===== src/rtl/led_scheduler.sv =====
// Command-driven LED scheduler: decodes single-byte UART commands into static,
// blink or chase patterns, paces steps from a programmable timebase, replies over valid/ready.
module led_scheduler #(
  parameter int unsigned TICK_DIV    = 12000,
  parameter int unsigned BASE_TICKS  = 64,
  parameter int unsigned RESET_SPEED = 3
) (
  input  logic       clk,
  input  logic       rstn,
  input  logic [7:0] rx_byte,
  input  logic       rx_valid,
  input  logic       tx_ready,
  output logic [2:0] leds,
  output logic [1:0] mode,
  output logic [2:0] speed,
  output logic [7:0] tx_data,
  output logic       tx_valid,
  output logic       ack_drop
);

  localparam int unsigned   TW        = (TICK_DIV > 1) ? $clog2(TICK_DIV) : 1;
  localparam logic [TW-1:0] TICK_LAST = TW'(TICK_DIV - 1);
  localparam logic [7:0]    ACK_K     = 8'h4B;
  localparam logic [7:0]    ERR_E     = 8'h45;
  localparam logic [7:0]    STAT_BASE = 8'h30;

  typedef enum logic [1:0] {
    MODE_STATIC = 2'd0,
    MODE_BLINK  = 2'd1,
    MODE_CHASE  = 2'd2
  } mode_e;

  typedef enum logic [3:0] {
    CMD_NONE   = 4'd0,
    CMD_PAT    = 4'd1,
    CMD_BLINK  = 4'd2,
    CMD_CHASE  = 4'd3,
    CMD_FASTER = 4'd4,
    CMD_SLOWER = 4'd5,
    CMD_STATUS = 4'd6,
    CMD_IGNORE = 4'd7,
    CMD_ERROR  = 4'd8
  } cmd_e;

  mode_e         mode_r;
  mode_e         mode_nx_s;
  logic [2:0]    speed_r;
  logic [2:0]    speed_nx_s;
  logic [2:0]    pattern_r;
  logic [2:0]    pattern_nx_s;
  logic [2:0]    leds_nx_s;
  logic [2:0]    blink_pat_s;
  logic          phase_r;
  logic          phase_nx_s;
  logic [TW-1:0] tick_cnt_r;
  logic [15:0]   per_cnt_r;
  logic [16:0]   period_s;
  logic [15:0]   per_last_s;
  logic          tick_s;
  logic          step_s;
  cmd_e          cmd_s;
  logic [2:0]    cmd_pat_s;
  logic          restart_s;
  logic          reply_req_s;
  logic [7:0]    reply_byte_s;
  logic          slot_free_s;

  assign mode  = mode_r;
  assign speed = speed_r;

  assign tick_s      = (tick_cnt_r == TICK_LAST);
  assign period_s    = 17'(BASE_TICKS) << speed_r;
  assign per_last_s  = 16'(period_s - 17'd1);
  assign step_s      = tick_s && (per_cnt_r == per_last_s);
  assign slot_free_s = !tx_valid || tx_ready;

  // Byte decode into a command class
  always_comb begin
    cmd_s     = CMD_NONE;
    cmd_pat_s = 3'b000;
    if (rx_valid) begin
      case (rx_byte)
        8'h30:        begin cmd_s = CMD_PAT; cmd_pat_s = 3'b000; end
        8'h31:        begin cmd_s = CMD_PAT; cmd_pat_s = 3'b001; end
        8'h32:        begin cmd_s = CMD_PAT; cmd_pat_s = 3'b010; end
        8'h33:        begin cmd_s = CMD_PAT; cmd_pat_s = 3'b100; end
        8'h42:        cmd_s = CMD_BLINK;
        8'h43:        cmd_s = CMD_CHASE;
        8'h2B:        cmd_s = CMD_FASTER;
        8'h2D:        cmd_s = CMD_SLOWER;
        8'h3F:        cmd_s = CMD_STATUS;
        8'h0D, 8'h0A: cmd_s = CMD_IGNORE;
        default:      cmd_s = CMD_ERROR;
      endcase
    end else begin
      cmd_s = CMD_NONE;
    end
  end

  // Timebase restart and reply byte selection
  always_comb begin
    restart_s    = 1'b0;
    reply_req_s  = 1'b0;
    reply_byte_s = ACK_K;
    case (cmd_s)
      CMD_PAT, CMD_BLINK, CMD_CHASE, CMD_FASTER, CMD_SLOWER: begin
        restart_s    = 1'b1;
        reply_req_s  = 1'b1;
        reply_byte_s = ACK_K;
      end
      CMD_STATUS: begin
        reply_req_s  = 1'b1;
        reply_byte_s = STAT_BASE + {3'b000, mode_r, speed_r};
      end
      CMD_ERROR: begin
        reply_req_s  = 1'b1;
        reply_byte_s = ERR_E;
      end
      default: begin
        restart_s    = 1'b0;
        reply_req_s  = 1'b0;
        reply_byte_s = ACK_K;
      end
    endcase
  end

  // Next LED/mode/speed state; a command always takes priority over a step
  always_comb begin
    blink_pat_s  = (pattern_r == 3'b000) ? 3'b111 : pattern_r;
    leds_nx_s    = leds;
    pattern_nx_s = pattern_r;
    mode_nx_s    = mode_r;
    speed_nx_s   = speed_r;
    phase_nx_s   = phase_r;
    case (cmd_s)
      CMD_PAT: begin
        pattern_nx_s = cmd_pat_s;
        mode_nx_s    = MODE_STATIC;
        leds_nx_s    = cmd_pat_s;
      end
      CMD_BLINK: begin
        mode_nx_s  = MODE_BLINK;
        leds_nx_s  = blink_pat_s;
        phase_nx_s = 1'b1;
      end
      CMD_CHASE: begin
        mode_nx_s = MODE_CHASE;
        leds_nx_s = 3'b001;
      end
      CMD_FASTER: begin
        if (speed_r != 3'd0) begin
          speed_nx_s = speed_r - 3'd1;
        end else begin
          speed_nx_s = speed_r;
        end
      end
      CMD_SLOWER: begin
        if (speed_r != 3'd7) begin
          speed_nx_s = speed_r + 3'd1;
        end else begin
          speed_nx_s = speed_r;
        end
      end
      CMD_NONE: begin
        if (step_s) begin
          case (mode_r)
            MODE_BLINK: begin
              phase_nx_s = !phase_r;
              leds_nx_s  = phase_r ? 3'b000 : blink_pat_s;
            end
            MODE_CHASE: leds_nx_s = {leds[1:0], leds[2]};
            default:    leds_nx_s = leds;
          endcase
        end else begin
          leds_nx_s = leds;
        end
      end
      default: begin
        leds_nx_s = leds;
      end
    endcase
  end

  // Tick prescaler and step period counter
  always_ff @(posedge clk) begin
    if (rstn) begin
      tick_cnt_r <= {TW{1'b0}};
      per_cnt_r  <= 16'd0;
    end else if (restart_s) begin
      tick_cnt_r <= {TW{1'b0}};
      per_cnt_r  <= 16'd0;
    end else if (tick_s) begin
      tick_cnt_r <= {TW{1'b0}};
      per_cnt_r  <= step_s ? 16'd0 : per_cnt_r + 16'd1;
    end else begin
      tick_cnt_r <= tick_cnt_r + TW'(1);
    end
  end

  // LED, mode, speed and pattern registers
  always_ff @(posedge clk) begin
    if (rstn) begin
      leds      <= 3'b000;
      mode_r    <= MODE_STATIC;
      speed_r   <= 3'(RESET_SPEED);
      pattern_r <= 3'b000;
      phase_r   <= 1'b0;
    end else begin
      leds      <= leds_nx_s;
      mode_r    <= mode_nx_s;
      speed_r   <= speed_nx_s;
      pattern_r <= pattern_nx_s;
      phase_r   <= phase_nx_s;
    end
  end

  // Single-slot reply buffer; a reply that finds the slot occupied is dropped
  always_ff @(posedge clk) begin
    if (rstn) begin
      tx_valid <= 1'b0;
      tx_data  <= 8'h00;
      ack_drop <= 1'b0;
    end else if (reply_req_s) begin
      if (slot_free_s) begin
        tx_data  <= reply_byte_s;
        tx_valid <= 1'b1;
        ack_drop <= 1'b0;
      end else begin
        ack_drop <= 1'b1;
      end
    end else begin
      ack_drop <= 1'b0;
      if (tx_valid && tx_ready) begin
        tx_valid <= 1'b0;
      end else begin
        tx_valid <= tx_valid;
      end
    end
  end

endmodule


===== config.mk =====
export PLATFORM = sky130hd
export DESIGN_NAME = led_scheduler
export DESIGN_NICKNAME = d
export VERILOG_FILES = /design/src/rtl/led_scheduler.sv
export SDC_FILE = /design/constraint.sdc
export NUM_CORES = 1
export LEC_CHECK = 0
export BUFFER_PORTS_ARGS = -buffer_cell sky130_fd_sc_hd__buf_2
export CAP_MARGIN = 20
export CORE_MARGIN = 4
export CORE_UTILIZATION = 51
export DETAILED_ROUTE_END_ITERATION = 10
export GPL_ROUTABILITY_DRIVEN = 0
export PLACE_DENSITY = 0.78
export REMOVE_ABC_BUFFERS = 1
export SLEW_MARGIN = 20
export SYNTH_ARGS = -nofsm -noshare
export SYNTH_HDL_FRONTEND = slang
export SYNTH_SLANG_ARGS = --single-unit

===== constraint.sdc =====
create_clock -name clk -period 2.8 [get_ports clk]
set_clock_uncertainty 0.15 [all_clocks]
set_input_delay 0.14 -clock clk [delete_from_list [all_inputs] [get_ports clk]]
set_output_delay 0.14 -clock clk [all_outputs]
set_load 0.02 [all_outputs]

==> metrics.yaml, run 1 <==
maxCapViolCount: 0
drt_iter0_markers: 149
place_area_um2: 3100
drtAntennaViolNets: 0
outcome: "complete, no violations"
setup_violations: 0
power_density_nw_per_um2: 386
power.internal_mw: 0.949
syn_to_final_growth_pct: 13.1
endpoint_kind: "flip-flop"
switching_power_mw: 0.289
grt_pass1_vias: 2467
port_buffers: 28
seqPwrFrac_pct: 58.9
setup_ws_ns: 0.123
pre_cts_ws_ns: -0.0602
netSwitchingFraction_pct: 23.3
first_pass_iters: 4
hold_buffers: 0
pwr-share-clk_pct: 33.1
n_antenna_cell: 0
grt_pass1_wl_um: 10800
die_x_um: 82.6
layout-drive-gt1-share_pct: 17.6
die_h_um: 82.6
fin_crit_ns: 2.68
cts-root-buf: "clkbuf_8"
antenna_found_initial: 0
synthArstFlopShare_pct: 0
avgViaCountPerCell: 5.73
ys_types: 65
drc: 0
yosysSeqAreaShare_pct: 35.3
synth_enable_flop_cells: 0
hold_ws_ns: 0.0483
tightest_slew_ns: 0.757
worstPathArrival_ns: 2.71
path_clk_slew_ns: 0.08
cp_data_required_time_ns: 2.83
gr-total-overflow: 0
cts_max_level: 2
combinationalPowerShare_pct: 7.9
routedWlPerCell_um: 13.8
crit_type: "reg -> reg"
ys_ff_latch: 50
slew-limit-headroom_pct: 49.1
hold_class: "in -> reg"
cts_tree: "built"
avgSynthCellArea_um2: 8.20
ys.flop_type: "dfxtp_1"
yosys_warnings: 0
startpoint_type: "flip-flop"
netlist_instances: 346
dp_hpwl_um: 4520
slew_viol_final: 0
dr_total_vias: 2578
cts_max_path_buffers: 2
die_area_um2: 6820
peakVddDrop_mv: 0.255
core_area_um2: 5240
grt_usage_pct: 20.1
num_rows: 26
finalCritPeriodShare_pct: 95.6
drt_wl_total_um: 6190
num_io_pins: 30
cts_sinks: 50
cts_buffers: 5
p_leak_nw: 1.26
syn_area_um2: 2840
fmax_mhz: 374
grt_max_degree: 19
layout.nets: 397
stdcell_area_um2: 3210
clk_latency_ns: 0.29
initial_core_util_pct: 54.2
crit_path_max_fanout: 6
hold_violations: 0
rsz0062_at_grt: "no"
final_util_pct: 61.2
## cell usage in the layout (no fill, tap or decap), types with 4 or more instances in the layout
cell      Yosys  final
nand2b_1      4      4
a21oi_1      16     16
a211oi_1      4      4
inv_1         6      6
nand2_1      34     34
nor3_1        8      8
dfxtp_1      50     49
buf_4         2     19
nand3_1      17     17
o21bai_1      4      4
xnor2_1      11     11
and3_1        8      8
o21ai_0      11     11
or3_1         4      4
nand4_1      12     12
nor2_1       47     46
xor2_1       20     20
buf_2         6     28
clkbuf_8      0      6
nor2b_1       5      5
## power by group through the flow
stage	clock [mW]	sequential [mW]	combinational, mW
2_1_floorplan	0	0.754	0.0447
3_3_place_gp	0	0.746	0.0960
3_5_place_dp	0	0.746	0.0972
4_1_cts	0.420	0.729	0.0983
5_1_grt	0.450	0.731	0.108
6_report	0.410	0.729	0.0983
## metrics by stage
step           std cells  power, mW  setup TNS (ns)
6_report             450       1.24               0
3_3_place_gp         442      0.842               0
4_1_cts              448       1.25               0
5_1_grt              450       1.29               0
3_5_place_dp         442      0.843          -0.109
2_1_floorplan        327      0.799          -0.746
## cells in the mapped netlist (2+ instances only)
library cell | n | area share (%)
nor3b_1 | 2 | 0.53
nor3_1 | 8 | 1.4
o21ai_0 | 11 | 1.9
mux2_1 | 2 | 0.79
nand4bb_1 | 2 | 0.79
nor2_1 | 47 | 6.2
nand4_1 | 12 | 2.6
buf_4 | 2 | 0.53
inv_1 | 6 | 0.79
nor4_1 | 3 | 0.66
o21bai_1 | 4 | 1.1
a21oi_1 | 16 | 2.8
nand2_1 | 34 | 4.5
and2_1 | 3 | 0.66
and3_1 | 8 | 1.8
a211oi_1 | 4 | 1.1
xor2_1 | 20 | 6.2
a211o_1 | 2 | 0.62
clkbuf_1 | 10 | 1.3
xnor2_1 | 11 | 3.4
nor2b_1 | 5 | 1.1
nand2b_1 | 4 | 0.88
or3_1 | 4 | 0.88
nand4b_1 | 3 | 0.93
buf_2 | 6 | 1.1
nand3_1 | 17 | 3.0
o211a_1 | 2 | 0.71
ha_1 | 3 | 1.3
mux2i_1 | 3 | 1.1
o31ai_1 | 2 | 0.53
a221oi_1 | 2 | 0.62
dfxtp_1 | 50 | 35
o221a_2 | 3 | 1.2
or4b_1 | 3 | 1.1
o21a_1 | 2 | 0.53
## layout make-up
class	count	area [µm²]
repair buffers	47	283
clock buffers	6	82.6
multi-input cells	271	1730
flip-flops and latches	50	1000
fillers	480	2030
well taps	70	87.6
inverters	6	22.5
## final timing paths
path	to	cells after the start	slack, ns	from
worst min-delay path	ack_drop	3	0.05	tx_ready
worst max-delay path	leds[2]	9	0.12	speed[2]
worst min register to register	tick_cnt_r[0]	1	0.33	tick_cnt_r[0]
worst max register to register	leds[2]	9	0.12	speed[2]
## flip-flops by register name (all words and copies together), names as in the netlist
register and flops:
speed 3, ack_drop 1, tick_cnt_r 14, pattern_r 3
tx_valid 1, per_cnt_r 16, mode 2, tx_data 6
phase_r 1, leds 3
## cell families (layout without fill, tap and decap cells)
| logic type | count (synthesis) | after routing | share of synthesized area, % |
|---|---|---|---|
| xor+xnor | 31 | 31 | 9.57 |
| simple gates | 166 | 166 | 30.2 |
| fa+ha+maj | 4 | 4 | 2.03 |
| other cells | 1 | 1 | 0.132 |
| compound gates | 64 | 64 | 16.8 |
| mux | 5 | 5 | 1.85 |
| buf+inv | 25 | 59 | 4.10 |
| flops | 50 | 50 | 35.3 |
## worst max-delay path, cell delays in order, from the launching register on
cell,delay (ns)
dfxtp_1,0.35
nor2_4,0.15
nand2_1,0.09
ha_2,0.23
and2b_1,0.21
a2111oi_4,0.28
o211ai_1,0.14
a311o_1,0.36
o31a_1,0.29
mux2_1,0.33
## timing repair
| item | in CTS | in global routing |
|---|---|---|
| endpoints found under the setup margin | 2 | 2 |
| buffers inserted | 0 | 2 |
| resized for setup | 2 | 2 |
| pin swaps | 0 | 2 |
## routing by layer
metal  up-vias  wire (µm)  track usage [%]
met5         -          0                0
met4         0        140             7.19
met3        16        254             3.90
met2        62       2950             33.4
met1      1195       2850             25.7
li1       1305          -                -
(Power assumes the default switching activity.)
==> inputs of run 2 (changes only) <==
--- a/config.mk
+++ b/config.mk
@@ -11,7 +11,8 @@
 export CORE_UTILIZATION = 51
 export DETAILED_ROUTE_END_ITERATION = 10
 export GPL_ROUTABILITY_DRIVEN = 0
-export PLACE_DENSITY = 0.78
+export HOLD_SLACK_MARGIN = 0.06
+export PLACE_DENSITY = 0.76
 export REMOVE_ABC_BUFFERS = 1
 export SLEW_MARGIN = 20
 export SYNTH_ARGS = -nofsm -noshare
==> constraint.sdc (replaced) <==
create_clock -name clk -period 3.3 [get_ports clk]
set_clock_uncertainty 0.15 [all_clocks]
set_input_delay 0.165 -clock clk [delete_from_list [all_inputs] [get_ports clk]]
set_output_delay 0.165 -clock clk [all_outputs]
set_load 0.02 [all_outputs]
==> run 2 against run 1 <==
  * Design area fell by 1.2%
  * Clock power rose by 30%
  * Global-route usage rose by 0.16 points
  * Hold slack improved by 0.022 ns
  * Maximum frequency fell by 11%
  * Sequential share of layout area rose by 0.34 points
  * Flip-flop and latch count did not move
  * Clock-buffer cell count did not move
  * Power fell by 0.26%
  * Critical path type unchanged
==> metrics.yaml, run 2 (same netlist as run 1, synthesis figures left out) <==
drtAntennaViolNets: 0  # unchanged
finalPower_mw: 1.23  # -0.26%
dp_hpwl_um: 4540  # +0.46%
combinationalPowerShare_pct: 6.6  # -1.3 points
stdcell_area_um2: 3170  # -1.2%
drt_wl_total_um: 6170  # -0.32%
grt_max_degree: 20  # +1
tightest_slew_ns: 0.826  # +0.0699 ns
cts_sinks: 50  # unchanged
grt_use_met1_pct: 25.9  # +0.10 points
netSwitchingFraction_pct: 21.9  # -1.5 points
cts_resized: 0  # -2
switching_power_mw: 0.270  # -6.6%
slew_viol_final: 0  # unchanged
die_area_um2: 6820  # unchanged
min-delay-start: "rx_byte[0]"
worstPathArrival_ns: 3.05  # +0.34 ns
largest_register_ffs: 16  # unchanged
finalCritPeriodShare_pct: 90.9  # -4.7 points
crit_buf_inv: 0  # unchanged
die_x_um: 82.6  # unchanged
routedWlPerCell_um: 14.0  # +1.9%
post-cts-setup-buffers: 0  # unchanged
cts-root-buf: "clkbuf_8"
power.internal_mw: 0.965  # +1.7%
grt_util_met2_pct: 32.7  # -0.72 points
endpoint_kind: "flip-flop"
critPathTopFamily: "compound AO/OA/AOI/OAI gates"
crit_type: "reg -> reg"
slew-limit-headroom_pct: 44.4  # -4.7 points
hold_class: "in -> reg"
reg_top3: "per_cnt_r: 16 flops, tick_cnt_r: 14 flops, tx_data: 6 flops"
path_clk_slew_ns: 0.09  # about the same
grt_pass1_vias: 2414  # -2.1%
p_leak_nw: 1.23  # -2.4%
grt_pass1_wl_um: 10700  # -1.3%
setup_tns_ns: 0  # unchanged
antenna_found_initial: 0  # unchanged
n_antenna_cell: 0  # unchanged
pwr-share-clk_pct: 43.2  # +10 points
core_area_um2: 5240  # unchanged
place_area_um2: 3020  # -2.7%
maxCapViolCount: 0  # unchanged
startpoint_type: "flip-flop"
cts_tree: "built"
cts_max_level: 2  # unchanged
cts_max_path_buffers: 2  # unchanged
num_rows: 26  # unchanged
fin_crit_ns: 3.00  # +0.324 ns
seqPwrFrac_pct: 50.1  # -8.8 points
power_density_nw_per_um2: 390  # +0.97%
crit_path_max_fanout: 8  # +2
cp_data_required_time_ns: 3.35  # +0.52 ns
layout-drive-gt1-share_pct: 14.3  # -3.3 points
slowest_stage: "a311o_1"
grt_use_met3_pct: 5.31  # +1.4 points
avgViaCountPerCell: 5.71  # -0.31%
rsz0062_at_grt: "no"
clk_latency_ns: 0.31  # +0.02 ns
syn_to_final_growth_pct: 11.7
drt_iter0_markers: 209  # +40%
critPathLaunch: "speed[1]"
num_io_pins: 30  # unchanged
final_cell_mix: "dfxtp_1 (50), nor2_1 (47), nand2_1 (34)"
hold_ws_ns: 0.0701  # +0.0218 ns
final_common_cell: "dfxtp_1"
busiest_layer: "met2"
timing.rr.start: "speed[1]"
outcome: "complete, no violations"
drc: 0  # unchanged
peakVddDrop_mv: 0.282  # +11%
layout.nets: 385  # -3.0%
grt_usage_pct: 20.2  # +0.16 points
gr-total-overflow: 0  # unchanged
setup_violations: 0  # unchanged
cts_buffers: 5  # unchanged
first_pass_iters: 4  # unchanged
hold_violations: 0  # unchanged
initial_core_util_pct: 54.2  # unchanged
dr_total_vias: 2513  # -2.5%
cpPeakStageDelay_ns: 0.43  # +0.07 ns
die_h_um: 82.6  # unchanged
regMostFlops: "per_cnt_r"
port_buffers: 28  # unchanged
crit_chain: "nor2_1, nand2_1, ha_1, or3_1, a21boi_0, o21bai_1, a311o_1, o31a_1, mux2_1"
fmax_mhz: 333  # -11%
==> run 2: cell types whose count changed in the layout (fill, tap and decap cells not counted), sizes merged <==
cell | previous run | this run
buf | 47 | 34
bufinv | 0 | 2
dlygate4sd3 | 0 | 1
==> run 2: through the flow <==
| stage | util [%] | cells | setup slack, ns |
|---|---|---|---|
| after global routing | 60.5 | 440 | 0.142 |
| after floorplan | - | 327 | 0.189 |
| after global placement | 57.6 | 431 | 0.436 |
| final | 60.5 | 440 | 0.299 |
| after CTS | 60.5 | 440 | 0.301 |
| after detailed placement | 57.6 | 431 | 0.324 |
==> run 2: power groups by stage <==
stage	registers [mW]	logic [mW]	clock network [mW]
after floorplan	0.640	0.0380	0
after global placement	0.633	0.0786	0
after detailed placement	0.633	0.0803	0
after CTS	0.619	0.0815	0.541
after global routing	0.620	0.0899	0.569
final	0.619	0.0818	0.534
==> run 2: worst register-to-register path, cell delays in order (launching register included) <==
cell	delay (ns)
dfxtp_1	0.32
nor2_1	0.21
nand2_1	0.13
ha_1	0.32
or3_1	0.35
a21boi_0	0.18
o21bai_1	0.10
a311o_1	0.43
o31a_1	0.36
mux2_1	0.33
==> run 2: worst paths after layout <==
check / endpoint / slack [ns] / depth (start not counted)
worst max-delay path: leds[1] / 0.30 / 9
worst min-delay path: pattern_r[2] / 0.07 / 3
worst max register to register: leds[1] / 0.30 / 9
worst min register to register: tick_cnt_r[0] / 0.33 / 1
==> run 2: final cells by class <==
cell class              instances  area (µm²)
fillers                       473        2070
clock inverters                 2        60.1
multi-input cells             271        1720
flip-flops and latches         50        1000
repair buffers                 35         195
clock buffers                   6        82.6
well taps                      70        87.6
inverters                       6        22.5
==> run 2: repair_timing <==
action	4_1_cts	5_1_grt
endpoints found under the setup margin	0	0
hold buffers	1	0
hold endpoints to repair	2	0
==> run 2: routing by layer <==
| metal | wire [µm] | part of all wire (%) | vias to the layer above |
|---|---|---|---|
| li1 | - | - | 1280 |
| met1 | 2910 | 47 | 1159 |
| met2 | 2840 | 46 | 63 |
| met3 | 316 | 5.1 | 11 |
| met4 | 106 | 1.7 | 0 |
| met5 | 0 | 0 | - |
==> inputs of run 3 (changes only) <==
--- a/config.mk
+++ b/config.mk
@@ -13,6 +13,7 @@
 export GPL_ROUTABILITY_DRIVEN = 0
 export HOLD_SLACK_MARGIN = 0.06
 export PLACE_DENSITY = 0.76
+export RECOVER_POWER = 100
 export REMOVE_ABC_BUFFERS = 1
 export SLEW_MARGIN = 20
 export SYNTH_ARGS = -nofsm -noshare
==> run 3 against run 2 <==
  * First-iteration DRC count up 4.8%
  * Die area unchanged
  * Clock power about the same
  * Maximum frequency about the same
  * Flip-flop and latch count unchanged
  * Hold slack worse by 0.0038 ns
  * Power down 0.27%
==> metrics.yaml, run 3 (same netlist as run 1, synthesis figures left out) <==
crit_type: "reg -> reg"
slew-limit-headroom_pct: 44.7  # +0.35 points
dp_hpwl_um: 4540  # unchanged
final_common_cell: "dfxtp_1"
hold_ws_ns: 0.0663  # -0.00382 ns
cp_data_required_time_ns: 3.35  # about the same
startpoint_type: "flip-flop"
grt_usage_pct: 20.2  # unchanged
layout-drive-gt1-share_pct: 7.84  # -6.5 points
core_area_um2: 5240  # unchanged
die_x_um: 82.6  # unchanged
clk_latency_ns: 0.31  # about the same
slew_viol_final: 0  # unchanged
num_io_pins: 30  # unchanged
worstPathArrival_ns: 3.05  # about the same
grt_pass1_wl_um: 10700  # unchanged
hold_class: "in -> reg"
drc: 0  # unchanged
final_cell_mix: "dfxtp_1 (50), nor2_1 (47), nand2_1 (34)"
fin_crit_ns: 3.00  # -0.00265 ns
reg_top3: "per_cnt_r: 16 flops, tick_cnt_r: 14 flops, tx_data: 6 flops"
tightest_slew_ns: 0.821  # -0.00521 ns
port_buffers: 28  # unchanged
cts_sinks: 50  # unchanged
post-cts-setup-buffers: 0  # unchanged
outcome: "complete, no violations"
initial_core_util_pct: 54.2  # unchanged
fin_cells: 440  # unchanged
layout.nets: 385  # unchanged
regMostFlops: "per_cnt_r"
fillCellCount: 489  # +3.4%
drt_iter0_markers: 219  # +4.8%
grt_max_degree: 20  # unchanged
fmax_mhz: 333  # about the same
syn_to_final_growth_pct: 9.84
path_clk_slew_ns: 0.09  # about the same
r2r-end: "leds[1]"
drt_wl_total_um: 6200  # +0.36%
n_antenna_cell: 0  # unchanged
endpoint_kind: "flip-flop"
drtAntennaViolNets: 0  # unchanged
die_area_um2: 6820  # unchanged
r2r_slack_ns: 0.30  # about the same
hold_violations: 0  # unchanged
timing.rr.start: "speed[1]"
place_inst: 431  # unchanged
antenna_found_initial: 0  # unchanged
cts_buffers: 5  # unchanged
num_rows: 26  # unchanged
first_pass_iters: 4  # unchanged
setup_tns_ns: 0  # unchanged
crit_path_end: "leds[1]"
cts_max_level: 2  # unchanged
reg2regPathDepth: 9  # unchanged
power_density_nw_per_um2: 395  # +1.4%
multi_input_area_um2: 1710  # -0.73%
routedWlPerCell_um: 14.1  # +0.36%
die_h_um: 82.6  # unchanged
dr_total_vias: 2512  # -0.040%
maxCapViolCount: 0  # unchanged
crit_path_max_fanout: 8  # unchanged
cts-root-buf: "clkbuf_8"
peakVddDrop_mv: 0.279  # -1.2%
largest_register_ffs: 16  # unchanged
regArea_um2: 1000  # unchanged
p_leak_nw: 1.14  # -7.3%
finalCritPeriodShare_pct: 90.9  # about the same
grt_pass1_vias: 2414  # unchanged
cts_max_path_buffers: 2  # unchanged
critPathLaunch: "speed[1]"
setup_violations: 0  # unchanged
avgViaCountPerCell: 5.71  # about the same
cts_tree: "built"
rsz0062_at_grt: "no"
gr-total-overflow: 0  # unchanged
## run 3: critical path, stage by stage (launching register included)
cell,delay [ns]
dfxtp_1,0.32
nor2_1,0.21
nand2_1,0.13
ha_1,0.32
or3_1,0.35
a21boi_0,0.18
o21bai_1,0.10
a311o_1,0.43
o31a_1,0.36
mux2_1,0.33
## run 3: cell type report
cell class	count	share of cell area [%]
tap	70	2.81
sequential	50	32.1
multi-input combinational	271	54.8
clock inverter	2	1.93
clock buffer	6	2.65
inverter	6	0.723
timing repair buffer	35	4.98
## run 3: where the power goes
part           switching (mW)  leakage (nW)  total (mW)  internal, mW
Combinational          0.0521         0.667      0.0785        0.0263
Sequential            0.00669         0.405       0.619         0.612
Clock                   0.210        0.0714       0.534         0.323
Total                   0.269          1.14        1.23         0.962
## run 3: layer usage
metal | part of all wire, % | track usage [%]
met1 | 48 | 25.9
met5 | 0 | 0
met2 | 46 | 32.7
met4 | 1.8 | 7.52
met3 | 3.9 | 5.31
## run 3: how the worst min path moves through the flow
| stage | start | to | slack (ns) | cells after the start |
|---|---|---|---|---|
| floorplan | rstn | mode[1] | 0.08 | 1 |
| global placement | tick_cnt_r[0] | tick_cnt_r[0] | 0.30 | 1 |
| detailed placement | tick_cnt_r[0] | tick_cnt_r[0] | 0.31 | 1 |
| CTS | rx_byte[0] | pattern_r[2] | 0.06 | 3 |
| global route | rx_byte[0] | pattern_r[2] | 0.10 | 3 |
| finish | rx_byte[0] | pattern_r[2] | 0.07 | 3 |
## run 3: stage by stage
step | utilization (%) | total power, mW | setup WS [ns] | cell area [µm²]
floorplan | - | 0.678 | 0.189 | 2740
global placement | 57.6 | 0.711 | 0.436 | 3020
detailed placement | 57.6 | 0.713 | 0.324 | 3020
CTS | 60.5 | 1.24 | 0.301 | 3170
global route | 59.5 | 1.28 | 0.143 | 3120
finish | 59.5 | 1.23 | 0.301 | 3120
## run 3: repair_timing
item	CTS	global route
hold buffers	1	0
gates resized for setup	0	0
endpoints found under the hold margin	2	0
